## src/rtl/inst_fetch_bridge.sv

```systemverilog
// Instruction-fetch bridge: one-line buffer in front of a req/ack instruction memory.
// Hits return combinationally; misses stall the core and fill the line sequentially.
module inst_fetch_bridge #(
  parameter int LINE_WORDS = 4
) (
  input  logic        clk,
  input  logic        rst,
  input  logic        rom_ce_i,
  input  logic [31:0] rom_addr_i,
  output logic [31:0] rom_data_o,
  output logic        stall_o,
  input  logic        flush_i,
  output logic        mem_req_o,
  output logic [31:0] mem_addr_o,
  input  logic        mem_ack_i,
  input  logic [31:0] mem_rdata_i
);

  localparam int CNT_W = $clog2(LINE_WORDS);
  localparam int OFF_W = CNT_W + 2;
  localparam int TAG_W = 32 - OFF_W;
  localparam logic [CNT_W-1:0] LAST_BEAT = CNT_W'(LINE_WORDS - 1);

  typedef enum logic {
    ST_IDLE,
    ST_FILL
  } state_t;

  state_t            r_state;
  logic [31:0]       r_buf [LINE_WORDS];
  logic [TAG_W-1:0]  r_tag;
  logic [TAG_W-1:0]  r_fill_tag;
  logic              r_valid;
  logic [CNT_W-1:0]  r_cnt;
  logic              r_discard;
  logic              r_mem_req;
  logic [31:0]       r_mem_addr;

  logic              w_hit;
  logic [TAG_W-1:0]  w_addr_tag;
  logic [CNT_W-1:0]  w_addr_word;
  logic              w_unused;

  assign w_addr_tag  = rom_addr_i[31:OFF_W];
  assign w_addr_word = rom_addr_i[OFF_W-1:2];
  assign w_unused    = ^rom_addr_i[1:0];

  // A hit is only honoured in IDLE so the core never sees a half-filled line.
  assign w_hit      = r_valid && (w_addr_tag == r_tag) && (r_state == ST_IDLE);
  assign rom_data_o = (w_hit && rom_ce_i) ? r_buf[w_addr_word] : 32'h0;
  assign stall_o    = rom_ce_i && !w_hit;
  assign mem_req_o  = r_mem_req;
  assign mem_addr_o = r_mem_addr;

  // Line storage carries no reset; valid gates every read of it.
  always_ff @(posedge clk) begin
    if (r_state == ST_FILL && mem_ack_i) begin
      r_buf[r_cnt] <= mem_rdata_i;
    end
  end

  always_ff @(posedge clk or negedge rst) begin
    if (!rst) begin
      r_state    <= ST_IDLE;
      r_tag      <= '0;
      r_fill_tag <= '0;
      r_valid    <= 1'b0;
      r_cnt      <= '0;
      r_discard  <= 1'b0;
      r_mem_req  <= 1'b0;
      r_mem_addr <= 32'h0;
    end else begin
      case (r_state)
        ST_IDLE: begin
          if (flush_i) begin
            r_valid <= 1'b0;
          end else if (rom_ce_i && !w_hit) begin
            r_state    <= ST_FILL;
            r_fill_tag <= w_addr_tag;
            r_cnt      <= '0;
            r_valid    <= 1'b0;
            r_discard  <= 1'b0;
            r_mem_req  <= 1'b1;
            r_mem_addr <= {w_addr_tag, OFF_W'(0)};
          end
        end
        ST_FILL: begin
          // A flush during the fill cannot abort it, so remember to drop the line.
          if (flush_i) begin
            r_discard <= 1'b1;
          end
          if (mem_ack_i) begin
            r_cnt      <= r_cnt + 1'b1;
            r_mem_addr <= r_mem_addr + 32'd4;
            if (r_cnt == LAST_BEAT) begin
              r_state    <= ST_IDLE;
              r_mem_req  <= 1'b0;
              r_mem_addr <= 32'h0;
              r_tag      <= r_fill_tag;
              r_valid    <= !r_discard && !flush_i;
            end
          end
        end
        default: r_state <= ST_IDLE;
      endcase
    end
  end

endmodule

```

## config.mk

```make
export PLATFORM = sky130hd
export DESIGN_NAME = inst_fetch_bridge
export DESIGN_NICKNAME = d
export VERILOG_FILES = /design/src/rtl/inst_fetch_bridge.sv
export SDC_FILE = /design/constraint.sdc
export NUM_CORES = 1
export LEC_CHECK = 0
export CORE_UTILIZATION = 45
export CTS_CLUSTER_SIZE = 40
export DETAILED_ROUTE_END_ITERATION = 6
export GPL_TIMING_DRIVEN = 0
export MAX_ROUTING_LAYER = met4
export PLACE_DENSITY = 0.75
export SETUP_SLACK_MARGIN = 0.02
export SKIP_LAST_GASP = 1
export SLEW_MARGIN = 10
export SYNTH_ARGS = -nofsm -noshare
export SYNTH_HDL_FRONTEND = slang
export SYNTH_SLANG_ARGS = --single-unit
export TNS_END_PERCENT = 10
```

## constraint.sdc

```tcl
create_clock -name clk -period 2.44 [get_ports clk]
set_input_delay 0.488 -clock clk [delete_from_list [all_inputs] [get_ports clk]]
set_output_delay 0.488 -clock clk [all_outputs]
set_load 0.1 [all_outputs]
```

==> metrics, run 1 <==
outcome complete, but fails checks; failing checks setup timing; total wire length 23.2 mm; Req. time, crit path 1950 ps; post-layout util 60.8%; Layout Nets 877; initial antenna violation count 2; Core Area 20500 µm²; Synth area leaders edfxtp_1 (40%), dfrtp_1 (24%), mux4_2 (7.6%); Comb pwr share 34.2%; antenna viol nets, final 0; Seq pwr share 39.4%; area delta synth->final 31.1%; Yosys cell types 49; Tcrit/Tclk final 122%; GRT Total Usage 22.7%; P_leak 4.75 nW; Root Driver clkbuf_16; top-area cell type share of the netlist area 40.5%; Internal 9.02 mW; synthesized area 9500 µm²; hold crit path type input pin to register; first-pass GRT wire length 36.5 mm; Worst R2R Setup Slack -470 ps; yosys warns 0; Starting Density 46.4%; Rows 52; Inserted Clock Buffers 24; DRT Pass-1 Iters 5; synthesized area per cell 14.9 µm²; full die area 21700 µm²; Worst-Margin Slew 1010 ps; CTS max path bufs 3; largest net degree at the start of global routing 64; Synth async-reset ratio 41.8%; register area share after synthesis 64.7%; routed vias/inst 5.68; fin area 12500 µm²; CTS tree yes; drt first-iter violations 419; clock sinks 220; met2 Track Usage GR 36.6%; die width 147 µm; Setup crit end kind output pin; met1 Use GR 29.6%; I/O Pins 135; power per cell area 1160 nW/µm²; Worst setup SP type input pin; CP Max Fanout 10; Clk pin slew, worst setup/hold paths 60 ps; Yosys reg bits 220; Sw Pwr 5.45 mW; Worst Skew 11.3 ps; H-tree depth 1; dpl hpwl 15.2 mm; Max rail drop VDD 1020 µV; RSZ-0062 raised after global routing yes; GR peak layer met2; Tmin final 2970 ps; dpl cell area 11300 µm²; layout cells sized above 1 28.2%; max_cap viols 0; Post-synth EDFFs 128; wire per inst 21.2 µm; FILL cells 1553; multi-input combinational cell area 3240 µm²; Final WS setup -528 ps; switching share of power 37.7%; Reg area 6150 µm²; slew margin rel. 32.6%; DRC Markers 0; Gate Count Post-Synth 639; vias in the first global route 6417; Setup WS pre-CTS -2110 ps; met3 GRT Util 4.22%; worst hold margin 352 ps; Main synth FF type edfxtp_1; total grt overflow 0; PortBufs 129; worst skew pair latency 520 ps; Vias 6201; RD Place Congestion 0.935; Max Slew Vio Count 0; Fmax 337 MHz; WS Path Type input pin to output pin; Clock power frac 26.5%; Die Ht 147 µm; # setup viols final 133; Synth area leader edfxtp_1; critical path data arrival time 2480 ps; Hold Vio Cnt, Final 0
==> cells in the mapped netlist (6+ instances only) <==
cell	count
edfxtp_1	128
dfrtp_1	92
mux2_2	56
and3_1	43
nand2_1	38
mux4_2	32
xnor2_1	28
o21ai_0	27
clkbuf_1	24
a21oi_1	19
nand3_1	15
inv_1	14
nor2_1	14
nand4_1	13
nor3_1	10
a22o_1	7
buf_2	6
ha_1	6
o32ai_1	6
==> power groups by stage <==
stage / registers [mW] / logic [mW] / clock network [mW]
6_report: 5.70 / 4.94 / 3.83
5_1_grt: 5.82 / 5.24 / 4.03
4_1_cts: 5.68 / 4.95 / 3.88
3_5_place_dp: 5.74 / 4.93 / 0
3_3_place_gp: 5.71 / 4.78 / 0
2_1_floorplan: 7.24 / 1.97 / 0
==> routing by layer <==
| layer | wire (µm) | share of wire [%] |
|---|---|---|
| met4 | 633 | 2.7 |
| met2 | 11600 | 50 |
| met3 | 1510 | 6.5 |
| met5 | 0 | 0 |
| met1 | 9480 | 41 |
==> worst max-delay path, cell delays in order <==
cell             delay [ps]
clkdlybuf4s50_1         610
xnor2_1                 150
nand4_1                 170
nor4_4                  220
and2_4                  250
clkbuf_8                180
and3_2                  210
buf_8                   200
==> cells in the final DEF (no fill, tap or decap), drive strengths merged, types with 23 or more instances in the layout <==
cell	instances
edfxtp	128
dfrtp	92
clkdlybuf4s50	71
mux2	56
buf	54
clkbuf	51
and3	43
nand2	39
mux4	32
xnor2	28
o21ai	28
dlygate4sd2	23
==> state kept, by name, indices dropped and copies added (netlist names) <==
signal,flops
r_fill_tag,28
r_tag,28
r_buf,128
r_state,1
r_valid,1
mem_req_o,1
r_cnt,2
r_discard,1
mem_addr_o,30
==> what timing repair did <==
item,CTS,global route
endpoints found under the hold margin,29,0
gates resized for setup,321,1
hold buffers,1,0
setup buffers,2,0
pin swaps,7,2
setup endpoints to repair,147,146
==> stage by stage <==
step	instances	total power [mW]	TNS, ps
4_1_cts	1090	14.5	-39600
2_1_floorplan	640	9.21	-7240
5_1_grt	1092	15.1	-54970
3_5_place_dp	1043	10.7	-126670
6_report	1092	14.5	-41530
3_3_place_gp	1039	10.5	-420350
==> area by class of cell <==
cell class	instances	share of cell area, %
Buffer	38	1.62
Tap cell	270	2.71
Clock buffer	27	4.91
Timing Repair Buffer	136	13.1
Antenna cell	2	0.0402
Inverter	14	0.422
Sequential cell	220	49.4
Clock inverter	17	1.87
Multi-Input combinational cell	368	26.0
==> final timing paths <==
path | startpoint | endpoint | cells past startpoint
worst max register to register | r_state$_DFF_PN0_ | mem_addr_o[10]$_DFFE_PN0P_ | 9
worst min register to register | r_fill_tag[7]$_DFFE_PN0P_ | r_tag[7]$_DFFE_PN0P_ | 1
max in group asynchronous | rst | mem_addr_o[18]$_DFFE_PN0P_ | 3
worst min-delay path | rom_addr_i[6] | mem_addr_o[6]$_DFFE_PN0P_ | 3
min in group asynchronous | rst | mem_addr_o[4]$_DFFE_PN0P_ | 2
worst max-delay path | rom_addr_i[13] | rom_data_o[24] | 8
==> cells by family after synthesis <==
group,share of synthesized area [%]
flops,64.7
fa+ha+maj,0.790
other cells,0.0395
simple gates,8.64
mux,14.5
compound gates,6.44
xor+xnor,2.58
buf+inv,2.29
(Power assumes the default switching activity.)
==> run 2: changes to the inputs <==
Settings changed: CTS_CLUSTER_DIAMETER set to 60.
==> metrics, run 2 (synthesis results as in run 1) <==
outcome complete, but fails checks; failing checks setup timing; wire per inst 20.7 µm (-2.3%); RSZ-0062 raised after global routing yes; DRT Pass-1 Iters 5 (unchanged); Final WS setup -462 ps (+65.7 ps); slew margin rel. 33.5% (+0.89 points); layout cells sized above 1 28.4% (+0.28 points); met3 GRT Util 4.22% (unchanged); met2 Track Usage GR 34.8% (-1.8 points); Crit path largest cell delay 610 ps (about the same); Inst Count DP 1043 (unchanged); met1 Use GR 29.4% (-0.17 points); Fmax 345 MHz (+2.3%); Vias 6196 (-0.081%); H-tree depth 1 (unchanged); drt first-iter violations 401 (-4.3%); Rows 52 (unchanged); full die area 21700 µm² (unchanged); Worst Skew 29.3 ps (+17.9 ps); routed vias/inst 5.72 (+0.66%); Clk pin slew, worst setup/hold paths 90 ps (+30 ps); largest register by flop count r_buf; Worst-Margin Slew 995 ps (-13.2 ps); I/O Pins 135 (unchanged); Starting Density 46.4% (unchanged); P_leak 4.68 nW (-1.7%); commonest non-fill, non-tap cells in the layout edfxtp_1 (128), dfrtp_1 (90), clkdlybuf4s50_1 (68); max_cap viols 0 (unchanged); Root Driver clkbuf_16; Core Area 20500 µm² (unchanged); Layout Nets 874 (-0.34%); Req. time, crit path 1950 ps (about the same); RD Place Congestion 0.935 (unchanged); Max Slew Vio Count 0 (unchanged); total grt overflow 0 (unchanged); worst hold margin 454 ps (+102 ps); Crit-path slowest cell clkdlybuf4s15_2; Tmin final 2900 ps (-65.7 ps); GR peak layer met2; DRC Markers 0 (unchanged); Max rail drop VDD 799 µV (-21%); PortBufs 129 (unchanged); critical path data arrival time 2410 ps (-70 ps); # setup viols final 111 (-17%); initial antenna violation count 2 (unchanged); CTS tree yes; worst skew pair latency 510 ps (about the same); Hold Vio Cnt, Final 0 (unchanged); largest net degree at the start of global routing 64 (unchanged); antenna viol nets, final 0 (unchanged); Worst setup SP type input pin; power per cell area 1120 nW/µm² (-4.0%); GRT Total Usage 22.1% (-0.67 points); worst-path cell chain clkdlybuf4s50_1, xnor2_1, nand3_1, nor4_4, buf_4, a21boi_2, clkdlybuf4s15_2; first-pass GRT wire length 35.7 mm (-2.1%); total wire length 22.5 mm (-3.0%); hold crit path type input pin to register; WS Path Type input pin to output pin; CTS max path bufs 3 (unchanged); Setup crit end kind output pin; vias in the first global route 6375 (-0.65%); area delta synth->final 29.5%; Die Ht 147 µm (unchanged); Inserted Clock Buffers 19 (-21%); commonest non-fill, non-tap cell in the layout edfxtp_1; clock sinks 220 (unchanged); die width 147 µm (unchanged); max reg flops 128 (unchanged); Tcrit/Tclk final 119% (-2.7 points); CP Max Fanout 6 (-4); dpl hpwl 15.2 mm (unchanged); Total Power 13.7 mW (-5.2%); non-filler cells, final 1084 (-0.73%)
## run 2: per-stage QoR
step           area (µm²)  worst slack [ps]  util (%)  setup TNS, ps
2_1_floorplan        9570              -224         -          -7240
3_3_place_gp        11200             -2850      54.6        -420350
3_5_place_dp        11300             -2110      55.1        -126670
4_1_cts             12300              -503      59.8         -39520
5_1_grt             12300              -547      60.1         -44480
6_report            12300              -462      60.1         -29590
## run 2: critical path, delay by kind of cell
| family | cells | cell delay (ps) |
|---|---|---|
| XOR/XNOR | 1 | 160 |
| AO/OA/AOI/OAI | 1 | 300 |
| AND/OR/NAND/NOR | 2 | 230 |
| buffers and inverters | 3 | 1220 |
## run 2: final timing paths
kind	from	cells past startpoint	slack [ps]	end
max	rom_addr_i[7]	7	-460	stall_o
min	rom_addr_i[26]	2	450	r_fill_tag[22]$_DFFE_PN0P_
max reg2reg	r_cnt[0]$_DFFE_PN0P_	5	-330	r_buf[3][14]$_DFFE_PP_
min reg2reg	r_fill_tag[11]$_DFFE_PN0P_	1	500	r_tag[11]$_DFFE_PN0P_
max in group asynchronous	rst	3	1310	r_fill_tag[11]$_DFFE_PN0P_
min in group asynchronous	rst	2	470	mem_addr_o[4]$_DFFE_PN0P_
## run 2: area by class of cell
| cell class | instances | area [µm²] |
|---|---|---|
| Antenna cell | 2 | 5.00 |
| Buffer | 38 | 210 |
| Clock buffer | 20 | 489 |
| Clock inverter | 14 | 159 |
| Fill cell | 1572 | 8190 |
| Inverter | 14 | 52.6 |
| Multi-Input combinational cell | 368 | 3270 |
| Sequential cell | 220 | 6150 |
| Tap cell | 270 | 338 |
| Timing Repair Buffer | 138 | 1640 |
## run 2: power by group
| part | internal [mW] | leakage (nW) | switching (mW) |
|---|---|---|---|
| Combinational | 1.68 | 2.08 | 3.29 |
| Clock | 1.56 | 0.315 | 1.51 |
| Sequential | 5.00 | 2.29 | 0.677 |
## run 2: per-layer routing
layer,wire length (µm),share of wire [%]
met1,9560,43
met2,10900,49
met3,1430,6.4
met4,573,2.5
met5,0,0
## run 2: repair_timing
action | in CTS | in global routing
gates cloned | 0 | 0
buffers inserted | 3 | 1
pin swaps | 9 | 2
endpoints found under the setup margin | 147 | 146
gates resized for setup | 323 | 16
hold buffers | 1 | 0
hold endpoints to repair | 29 | 0
